<file path="config.mk">
export PLATFORM = sky130hd
export DESIGN_NAME = div_4_flat
export DESIGN_NICKNAME = d
export VERILOG_FILES = /design/src/rtl/div_4_if.sv /design/src/rtl/div_4.sv /design/src/flat_wrapper.sv
export SDC_FILE = /design/constraint.sdc
export NUM_CORES = 1
export LEC_CHECK = 0
export CAP_MARGIN = 30
export CELL_PAD_IN_SITES_DETAIL_PLACEMENT = 0
export CELL_PAD_IN_SITES_GLOBAL_PLACEMENT = 2
export CORE_ASPECT_RATIO = 1.75
export CORE_MARGIN = 2
export CORE_UTILIZATION = 39
export DETAILED_ROUTE_END_ITERATION = 16
export DONT_BUFFER_PORTS = 1
export PLACE_DENSITY = 0.81
export SYNTH_ARGS = -nofsm -noshare
export SYNTH_HDL_FRONTEND = slang
export SYNTH_SLANG_ARGS = --single-unit
</file>
<file path="constraint.sdc">
create_clock -name clk -period 4.7 [get_ports clk]
set_clock_uncertainty 0.1 [all_clocks]
set_input_delay 0.94 -clock clk [delete_from_list [all_inputs] [get_ports clk]]
set_output_delay 0.94 -clock clk [all_outputs]
set_load 0.02 [all_outputs]
</file>
<file path="src/rtl/div_4_if.sv">
// Purpose : handshake and operand/result bundle for the div_4 restoring divider.
// Signals : init (start request), A/B (dividend/divisor), Q/R (quotient/remainder),
//           done (one-cycle completion pulse), div_zero (only with DIVZERO_FLAG_EN).
// Modports: master drives init/A/B; slave (the divider) drives Q/R/done/div_zero.
// Config  : DIVZERO_FLAG_EN adds the div_zero signal.
interface div_4_if #(
  parameter int unsigned WIDTH = 4
);
  logic             init;
  logic [WIDTH-1:0] A;
  logic [WIDTH-1:0] B;
  logic [WIDTH-1:0] Q;
  logic [WIDTH-1:0] R;
  logic             done;
`ifdef DIVZERO_FLAG_EN
  logic             div_zero;

  modport master (output init, A, B, input Q, R, done, div_zero);
  modport slave  (input init, A, B, output Q, R, done, div_zero);
`else
  modport master (output init, A, B, input Q, R, done);
  modport slave  (input init, A, B, output Q, R, done);
`endif
endinterface

</file>
<file path="src/rtl/div_4.sv">
// Purpose : sequential unsigned restoring divider, one quotient bit per clock.
//           IDLE -> LOAD -> ITER (WIDTH cycles) -> DONE -> IDLE; a zero divisor
//           skips ITER and returns Q = all ones, R = A.
// Ports   : clk  - rising-edge clock
//           rst  - asynchronous active-low reset
//           bus  - div_4_if slave modport (init, A, B in; Q, R, done, div_zero out)
// Config  : DIVZERO_FLAG_EN enables the registered div_zero flag.
module div_4 #(
  parameter int unsigned WIDTH = 4
) (
  input  logic     clk,
  input  logic     rst,
  div_4_if.slave   bus
);

  localparam int unsigned CNT_W = $clog2(WIDTH + 1);

  typedef enum logic [1:0] {
    S_IDLE = 2'd0,
    S_LOAD = 2'd1,
    S_ITER = 2'd2,
    S_DONE = 2'd3
  } state_t;

  state_t           r_state;
  logic             r_init_q;
  logic [WIDTH-1:0] r_dvd;    // dividend shifts out MSB-first, quotient bits shift in at LSB
  logic [WIDTH-1:0] r_dvs;
  logic [WIDTH-1:0] r_rem;    // restored remainder always < divisor, so WIDTH bits suffice
  logic [CNT_W-1:0] r_cnt;
  logic [WIDTH-1:0] r_q;
  logic [WIDTH-1:0] r_r;
  logic             r_done;
`ifdef DIVZERO_FLAG_EN
  logic             r_div_zero;
`endif

  logic             w_start;
  logic [WIDTH:0]   w_shift;
  logic [WIDTH:0]   w_trial;
  logic [WIDTH-1:0] w_rem_next;
  logic [WIDTH-1:0] w_q_next;

  // Start edge detect and one restoring step on the WIDTH+1 bit working remainder.
  always_comb begin
    w_start    = bus.init & ~r_init_q;
    w_shift    = {r_rem, r_dvd[WIDTH-1]};
    w_trial    = w_shift - {1'b0, r_dvs};
    w_rem_next = w_shift[WIDTH-1:0];
    w_q_next   = {r_dvd[WIDTH-2:0], 1'b0};
    if (!w_trial[WIDTH]) begin
      w_rem_next = w_trial[WIDTH-1:0];
      w_q_next   = {r_dvd[WIDTH-2:0], 1'b1};
    end
  end

  // Control FSM with datapath and registered results.
  always_ff @(posedge clk or negedge rst) begin
    if (!rst) begin
      r_state    <= S_IDLE;
      r_init_q   <= 1'b0;
      r_dvd      <= '0;
      r_dvs      <= '0;
      r_rem      <= '0;
      r_cnt      <= '0;
      r_q        <= '0;
      r_r        <= '0;
      r_done     <= 1'b0;
`ifdef DIVZERO_FLAG_EN
      r_div_zero <= 1'b0;
`endif
    end else begin
      r_init_q <= bus.init;
      r_done   <= 1'b0;
      case (r_state)
        S_IDLE: begin
          if (w_start) r_state <= S_LOAD;
        end
        S_LOAD: begin
          r_dvd <= bus.A;
          r_dvs <= bus.B;
          r_rem <= '0;
          r_cnt <= CNT_W'(WIDTH);
          if (bus.B == '0) begin
            // Zero divisor: publish the fixed result now, DONE follows directly.
            r_q        <= '1;
            r_r        <= bus.A;
            r_done     <= 1'b1;
`ifdef DIVZERO_FLAG_EN
            r_div_zero <= 1'b1;
`endif
            r_state    <= S_DONE;
          end else begin
            r_state <= S_ITER;
          end
        end
        S_ITER: begin
          r_dvd <= w_q_next;
          r_rem <= w_rem_next;
          r_cnt <= r_cnt - CNT_W'(1);
          if (r_cnt == CNT_W'(1)) begin
            r_q        <= w_q_next;
            r_r        <= w_rem_next;
            r_done     <= 1'b1;
`ifdef DIVZERO_FLAG_EN
            r_div_zero <= 1'b0;
`endif
            r_state    <= S_DONE;
          end
        end
        S_DONE: begin
          r_state <= S_IDLE;
        end
        default: begin
          r_state <= S_IDLE;
        end
      endcase
    end
  end

  assign bus.Q    = r_q;
  assign bus.R    = r_r;
  assign bus.done = r_done;
`ifdef DIVZERO_FLAG_EN
  assign bus.div_zero = r_div_zero;
`endif

endmodule

</file>
<file path="src/flat_wrapper.sv">
// flat-port wrapper written by rule: the top's interface ports become plain ports
module div_4_flat 
#(
  parameter int unsigned WIDTH = 4
)
  (clk, rst, bus_init, bus_A, bus_B, bus_Q, bus_R, bus_done);
  div_4_if #(.WIDTH(WIDTH)) bus_i ();
  input  logic clk;
  input  logic rst;
  input wire logic [$bits(bus_i.init)-1:0] bus_init;
  input wire logic [$bits(bus_i.A)-1:0] bus_A;
  input wire logic [$bits(bus_i.B)-1:0] bus_B;
  output wire logic [$bits(bus_i.Q)-1:0] bus_Q;
  output wire logic [$bits(bus_i.R)-1:0] bus_R;
  output wire logic [$bits(bus_i.done)-1:0] bus_done;
  assign bus_i.init = bus_init;
  assign bus_i.A = bus_A;
  assign bus_i.B = bus_B;
  assign bus_Q = bus_i.Q;
  assign bus_R = bus_i.R;
  assign bus_done = bus_i.done;
  div_4 #(.WIDTH(WIDTH)) u_core (.clk(clk), .rst(rst), .bus(bus_i));
endmodule
</file>
**Word-level counts from Yosys, hierarchy flattened**

Index checks and enable logic that the tools add are counted.

- Add/subtract/negate cells: 2
- $mul: 0
- Div/mod/pow operators: 0
- Magnitude comparators: 0
- Eq/ne operators: 7
- Shifts and indexed selects: 0
- Mux-type cells: 18
- Bitwise logic cells: 2
- Reductions and logical operators: 5

Operators with widths:

| cell | count |
|---|---|
| one-hot mux 4 bit (2 select lines) | 4 |
| two-way mux 4 bit | 5 |
| one-hot mux 2 bit (4 select lines) | 1 |
| != test 2 x 1 -> 1 bit, second input constant | 3 |
| one-hot mux 3 bit (2 select lines) | 1 |
| subtractor 5 x 4 -> 5 bit | 1 |
| equality test 2 bit, second input constant | 2 |
| logical NOT 4 bit | 1 |
| two-way mux 1 bit | 4 |
| two-way mux 2 bit | 2 |
| equality test 3 x 1 -> 1 bit, second input constant | 1 |
| AND reduction 3 bit | 1 |
| subtractor 3 x 1 -> 3 bit, second input constant | 1 |
| equality test 2 x 1 -> 1 bit, second input constant | 1 |
| logical NOT 2 bit | 1 |
| one-hot mux 1 bit (2 select lines) | 1 |
| AND reduction 2 bit | 1 |
| nonzero test 2 bit | 1 |
| AND 1 bit | 1 |
| inverter 1 bit | 1 |

- Flip-flop bits (word level): 27
- Bits in latches: 0
- Memory bits (writable): 0
- ROM bits: 0
- Input bits: 11
- Output and inout port bits: 9
- Logic and storage cells: 43
- Memories kept: 0

**Depth between registers and ports, before layout**

Gate-level depths: netlist of the first run.

- Depth in word-level cells: 4
- Gate-level depth with buffers: 8
- Gate-level depth less buffers: 8

**Worst setup path before layout of the first run**

No wires, ideal clock.

- Path type: input-to-reg
- Start: in bus_B[1]
- End: reg u_core.r_r[3], in the netlist u_core.bus.R[3]
- Library setup time: 0.128 ns
- Arrival: 2.069 ns
- Data required time: 4.472 ns
- Path slack: 2.403 ns
- Stages on the path: 5
- Path buffers: 0
- Path through: nor4_1 o21a_1 mux2_2 a31oi_1 o31ai_1

- Cells in the longest elaborated chain, start to end: 3

Ends and longest elaborated chain:

| item | line | source |
|---|---|---|
| start, declared | flat_wrapper.sv:12 | `input wire logic [$bits(bus_i.B)-1:0] bus_B;` |
| logical NOT 4 bit | div_4.sv:84 | `if (bus.B == '0) begin` |
| != test 2 x 1 -> 1 bit (no line) | n/a |  |
| AND reduction 3 bit (no line) | n/a |  |
| end signal, assigned | div_4.sv:87 | `r_r <= bus.A;` |
| end signal, assigned | div_4.sv:103 | `r_r <= w_rem_next;` |
| end, declared | div_4.sv:32 | `logic [WIDTH-1:0] r_r;` |

Every way passes these cells.
A chain may end at the register's enable or synchronous reset.

**Worst setup path after layout of the first run**

- Start: reg u_core.r_dvd[3]
- End: reg u_core.r_r[2], in the netlist u_core.bus.R[2]

- Cells in the longest elaborated chain, start to end: 4

Ends and longest elaborated chain:

| item | line | source |
|---|---|---|
| start, declared | div_4.sv:27 | `logic [WIDTH-1:0] r_dvd;` |
| start signal, assigned | div_4.sv:80 | `r_dvd <= bus.A;` |
| start signal, assigned | div_4.sv:98 | `r_dvd <= w_q_next;` |
| subtractor 5 x 4 -> 5 bit | div_4.sv:48 | `w_trial = w_shift - {1'b0, r_dvs};` |
| two-way mux 4 bit | div_4.sv:51 | `if (!w_trial[WIDTH]) begin` |
| two-way mux 4 bit | div_4.sv:101 | `if (r_cnt == CNT_W'(1)) begin` |
| one-hot mux 4 bit (2 select lines) | div_4.sv:75 | `case (r_state)` |

Every way passes these cells. The select of a mux whose other input is x is not followed.

==> impl_metrics.toml, run 1 <==
[run_status]
status = "finished, final reports clean"

[drt]
dr.pass1.iters = 4
routed_wirelength_um = 2910
postRouteAntennaNets = 0
viasPerCell = 5.32
post-route-drc-count = 0
routed-via-count = 1064
drtIter0Drc = 44
wl_per_cell_um = 14.6

[synthesis]
synth_cell_types = 32
synth_seq_area_share_pct = 45.0
synth_nets = 176
ys_warn_count = 0
synth.avg_cell_area_um2 = 9.69
syn-cell-area_mm2 = 0.00150
syn_inst = 155
ys_ff_latch = 27

[worst_setup_path]
worstSetupStartpointType = "flip-flop"
cp_max_fo = 6
crit_type = "reg2reg"
endpoint_kind = "flip-flop"
required_ns = 4.76
cp_data_arrival_time_ns = 2.48

[timing]
worst_slack_ns = 2.28
fmax_ghz = 0.413
finalSetupViolCount = 0
rsz0062_at_grt = "false"
slew_headroom_pct = 42.6
drv_slew = 0
tightest_slew_ns = 0.861
fin_crit_sh_pct = 51.5
fin_crit_ns = 2.42
setup_tns_ns = 0
hold_viol_final = 0

[layout]
antenna_cells = 0
final_cells = 200
final_layout_size_suffix_gt1_share_pct = 7.14
seqCellArea_um2 = 676
fill_cells = 376
multi_input_area_um2 = 756
nNetsFinal = 176
layout-area-overhead-vs-synth_pct = 5.42

[clock_network]
htreeDepth = 1
post_cts_buffers = 0
clkLatencyLatePin_ns = 0.27
cts_buffers = 3
cts_tree = "done"
ctsHoldBuffers = 0
cts_resized = 0
clockBufferDepth = 2
clock_sinks = 27
cts-root-buf = "clkbuf_8"
clk_pin_slew_ns = 0.09

[pwr]
clkPwrFrac_pct = 10.4
powerDensity_mw_per_mm2 = 805
power.internal_w = 0.000689
vdd_drop_max_mv = 0.399
power_switching_w = 0.000586
p_seq_share_pct = 35.6
netSwitchingFraction_pct = 46.0
combPwrFrac_pct = 54.0
p_leak_nw = 0.685
power_w = 0.00127

[global_route]
grt_max_degree = 28
grtUsageTotal_pct = 15.1
antenna_found_initial = 0
overflow = 0
grt_pass1_wl_um = 5110
first_global_vias = 1110

[floorplan]
die-area_mm2 = 0.00438
io-pin-count = 20
die_y_um = 86.1
row_count = 29
start_util_pct = 41.0
die_x_um = 50.9
core_region_area_mm2 = 0.00366

[placement]
place.detailed.hpwl_um = 2180
port_buffers = 0
dp_cells = 196
place.gp.congestion = 0.729
place_ws_ns = 2.16

[run]
max-cap-violations = 0

[hold_path]
hold_class = "in2async"
[metal layers]
| metal | vias up | routed length, um | track usage [%] | share of wire (%) |
|---|---|---|---|---|
| met4 | 0 | 45 | 5.90 | 1.5 |
| met2 | 25 | 1500 | 25.7 | 52 |
| met5 | - | 0 | 0 | 0 |
| met1 | 510 | 1260 | 18.8 | 43 |
| li1 | 525 | - | - | - |
| met3 | 4 | 106 | 2.44 | 3.6 |
[synth_stat cells]
master | n | area (um^2)
xor2_4 | 1 | 27.5
nand2_1 | 19 | 71.3
o31a_1 | 3 | 26.3
o21ai_0 | 10 | 50.1
nand3_1 | 2 | 10.0
nor3b_1 | 1 | 7.51
or3_1 | 1 | 6.26
inv_1 | 13 | 48.8
a41oi_1 | 1 | 8.76
nand2b_2 | 1 | 8.76
nor4_1 | 2 | 12.5
ha_1 | 9 | 113
clkbuf_1 | 2 | 7.51
buf_1 | 1 | 3.75
buf_2 | 2 | 10.0
mux2_2 | 5 | 56.3
mux2i_1 | 5 | 50.1
o22a_1 | 2 | 17.5
nor2b_1 | 7 | 43.8
dfrtp_1 | 27 | 676
a21oi_1 | 13 | 65.1
o21a_1 | 1 | 7.51
o22ai_1 | 2 | 12.5
nand2b_1 | 7 | 43.8
o31ai_1 | 1 | 7.51
nor2_1 | 10 | 37.5
xor2_1 | 1 | 8.76
a31oi_1 | 2 | 12.5
a21oi_4 | 1 | 16.3
fa_1 | 1 | 20.0
a22oi_1 | 1 | 7.51
or2b_1 | 1 | 7.51
[placed cells by master (no fill, tap or decap), drive strengths merged]
cell and instances:
a21oi 14, a22oi 1, a31oi 2, a41oi 1, clkbuf 4, dfrtp 27
fa 1, ha 9, inv 13, mux2 5, mux2i 5, nand2 19
nand2b 8, nand3 2, nor2 10, nor2b 7, nor3b 1, nor4 2
o21a 1, o21ai 10, o22a 2, o22ai 2, o31a 3, o31ai 1
or2b 1, or3 1, xor2 2
[cells by family (layout without fill, tap and decap cells)]
| group | count (synthesis) | in the layout | share of synthesized area, % |
|---|---|---|---|
| AO/OA/AOI/OAI | 37 | 37 | 15.4 |
| buffers and inverters | 18 | 17 | 4.67 |
| adder cells (fa/ha/maj) | 10 | 10 | 8.83 |
| flip-flops | 27 | 27 | 45.0 |
| multiplexers | 10 | 10 | 7.08 |
| XOR/XNOR | 2 | 2 | 2.42 |
| AND/OR/NAND/NOR | 51 | 51 | 16.6 |
[final cells by class]
type / instances / share of cell area, %
Inverter: 13 / 3.08
Clock buffer: 4 / 2.85
Sequential cell: 27 / 42.7
Multi-Input combinational cell: 110 / 47.7
Tap cell: 46 / 3.64
[per-stage QoR]
| step | util (%) | hold slack, ns | area, um^2 |
|---|---|---|---|
| after detailed placement | 42.0 | 0.422 | 1540 |
| after floorplan | - | 0.387 | 1500 |
| final | 43.2 | 0.252 | 1580 |
| after global placement | 42.0 | 0.425 | 1540 |
| after CTS | 43.2 | 0.246 | 1580 |
| after global routing | 43.2 | 0.233 | 1580 |
[critical path: stages, from the launching register on]
cell	delay (ns)
dfrtp_1	0.38
inv_1	0.05
ha_1	0.20
fa_1	0.37
nand2b_2	0.23
a21oi_4	0.24
xor2_4	0.29
mux2i_1	0.15
o31a_1	0.29
[worst paths after layout]
kind / slack, ns / from / depth (start not counted) / to
max in group asynchronous: 4.17 / rst / 0 / u_core.r_rem[3]$_DFFE_PN0P_
setup reg to reg: 2.28 / u_core.r_dvd[3]$_DFFE_PN0P_ / 8 / u_core.bus.R[2]$_DFFE_PN0P_
min in group clk: 0.44 / u_core.r_dvs[0]$_DFFE_PN0P_ / 1 / u_core.r_dvs[0]$_DFFE_PN0P_
hold / removal: 0.25 / rst / 0 / u_core.bus.Q[2]$_DFFE_PN0P_
setup / recovery: 2.28 / u_core.r_dvd[3]$_DFFE_PN0P_ / 8 / u_core.bus.R[2]$_DFFE_PN0P_
hold reg to reg: 0.44 / u_core.r_dvs[0]$_DFFE_PN0P_ / 1 / u_core.r_dvs[0]$_DFFE_PN0P_
[power groups by stage]
stage / Sequential, W / Combinational, W / Clock (W)
3_3_place_gp: 0.000458 / 0.000675 / 0
3_5_place_dp: 0.000461 / 0.000695 / 0
2_1_floorplan: 0.000438 / 0.000577 / 0
6_report: 0.000454 / 0.000688 / 0.000132
4_1_cts: 0.000456 / 0.000697 / 0.000137
5_1_grt: 0.000470 / 0.000791 / 0.000146
[registers in the layout, summed over array words and instances, names as in the netlist]
signal,flops
u_core.bus.done,1
u_core.bus.Q,4
u_core.r_rem,4
u_core.r_dvd,4
u_core.bus.R,4
u_core.r_dvs,4
u_core.r_init_q,1
u_core.r_cnt,3
u_core.r_state,2
(Power assumes the default switching activity.)
==> run 2: changes to the inputs <==
clock period = 2.47 ns   (was 4.7 ns; I/O delays follow)
==> impl_metrics.toml, run 2 (same netlist as run 1, synthesis figures left out) <==
[global_route]
grt_use_met3_pct = 2.09
antenna_found_initial = 0
grt-busiest-layer = "met2"
grt_max_degree = 28
use_met1_pct = 16.6
grtUsageTotal_pct = 15.2
grtUsageMet2_pct = 27.5
grt_pass1_wl_um = 4970
first_global_vias = 1112
overflow = 0

[layout]
design_area_mm2 = 0.00166
multi_input_area_um2 = 756
seqCellArea_um2 = 676
antenna_cells = 0
final_common_cell = "dfrtp_1"
layout-area-overhead-vs-synth_pct = 10.7
mostFrequentLayoutCells = "dfrtp_1, nand2_1, inv_1, a21oi_1"
final_layout_size_suffix_gt1_share_pct = 11.7
fill_cells = 367
nNetsFinal = 184

[placement]
port_buffers = 0
place.detailed.hpwl_um = 2290
placed_cell_area_mm2 = 0.00157
place_ws_ns = 0.110
place.gp.congestion = 0.711

[floorplan]
start_util_pct = 41.0
die-area_mm2 = 0.00438
row_count = 29
core_region_area_mm2 = 0.00366
io-pin-count = 20
die_x_um = 50.9
die_y_um = 86.1

[drt]
viasPerCell = 5.24
wl_per_cell_um = 14.3
postRouteAntennaNets = 0
dr.pass1.iters = 4
post-route-drc-count = 0
drtIter0Drc = 17
routed_wirelength_um = 2970
routed-via-count = 1090

[worst_setup_path]
worstSetupStartpoint = "u_core.r_dvs[0]$_DFFE_PN0P_"
timing.rr.start = "u_core.r_dvs[0]$_DFFE_PN0P_"
endpoint_kind = "flip-flop"
cp_data_arrival_time_ns = 2.41
worstSetupStartpointType = "flip-flop"
crit_type = "reg2reg"
required_ns = 2.54
r2r_slack_ns = 0.13
cp_max_fo = 6

[timing]
fmax_ghz = 0.427
hold_viol_final = 0
finalSetupViolCount = 0
whs_ns = 0.142
tightest_slew_ns = 0.361
fin_crit_ns = 2.34
worst_slack_ns = 0.126
slew_headroom_pct = 75.7
setup_tns_ns = 0
rsz0062_at_grt = "false"
drv_slew = 0
fin_crit_sh_pct = 94.9

[run_status]
status = "finished, final reports clean"

[clock_network]
clockBufferDepth = 2
cts_buffers = 3
cts-root-buf = "clkbuf_8"
cts_tree = "done"
clock_sinks = 27
clk_pin_slew_ns = 0.10
cts_resized = 0
clkLatencyLatePin_ns = 0.28
htreeDepth = 1

[pwr]
vdd_drop_max_mv = 0.667
p_leak_nw = 0.728
powerDensity_mw_per_mm2 = 1530

[hold_path]
hold_class = "in2reg"
hold_start = "bus_init"

[run]
max-cap-violations = 0
[run 2: cell types whose count changed in the layout (fill, tap and decap cells not counted), sizes merged]
cell	previous run	this run
dlygate4sd3	0	1
clkinvlp	0	1
buf	0	7
clkbuf	4	3
[run 2: path summary, 6_finish.rpt]
| check | depth (start not counted) | endpoint |
|---|---|---|
| setup reg to reg | 8 | u_core.bus.R[3]$_DFFE_PN0P_ |
| setup / recovery | 8 | u_core.bus.R[3]$_DFFE_PN0P_ |
| min in group asynchronous | 2 | u_core.bus.Q[2]$_DFFE_PN0P_ |
| hold / removal | 0 | u_core.r_init_q$_DFF_PN0_ |
| max in group asynchronous | 2 | u_core.r_cnt[1]$_DFFE_PN0P_ |
| hold reg to reg | 1 | u_core.r_dvs[0]$_DFFE_PN0P_ |
[run 2: per-stage QoR]
| step | util, % | instances | total power (W) |
|---|---|---|---|
| 4_1_cts | 44.9 | 206 | 0.00252 |
| 6_report | 45.3 | 208 | 0.00254 |
| 5_1_grt | 45.3 | 208 | 0.00279 |
| 2_1_floorplan | - | 155 | 0.00193 |
| 3_3_place_gp | 42.8 | 200 | 0.00221 |
| 3_5_place_dp | 42.8 | 200 | 0.00225 |
[run 2: per-layer routing]
metal,up-vias,wire (um)
met5,-,0
met4,0,80
met3,6,105
met2,19,1590
met1,526,1190
li1,539,-
[run 2: layout make-up]
type                            instances  area share, %
Tap cell                               46           3.46
Clock inverter                          1          0.452
Timing Repair Buffer                    8           4.52
Clock buffer                            3           2.48
Inverter                               13           2.94
Multi-Input combinational cell        110           45.5
Sequential cell                        27           40.7
[run 2: worst max-delay path, cell delays in order, from the launching register on]
cell and delay [ns]:
dfrtp_1 0.40, ha_1 0.23, fa_1 0.37, nand2b_2 0.22, a21oi_4 0.24, xor2_4 0.26
buf_4 0.16, mux2i_1 0.18, o31ai_1 0.08
[run 2: what timing repair did]
action	4_1_cts	5_1_grt
hold endpoints to repair	27	0
hold buffers	2	0
setup buffers	0	2
setup endpoints to repair	0	1
[run 2: power breakdown]
part	switching, W	internal [W]	total, W
logic	0.000776	0.000648	0.00142
registers	0.000225	0.000639	0.000863
clock network	0.000143	0.000115	0.000258
total	0.00114	0.00140	0.00254
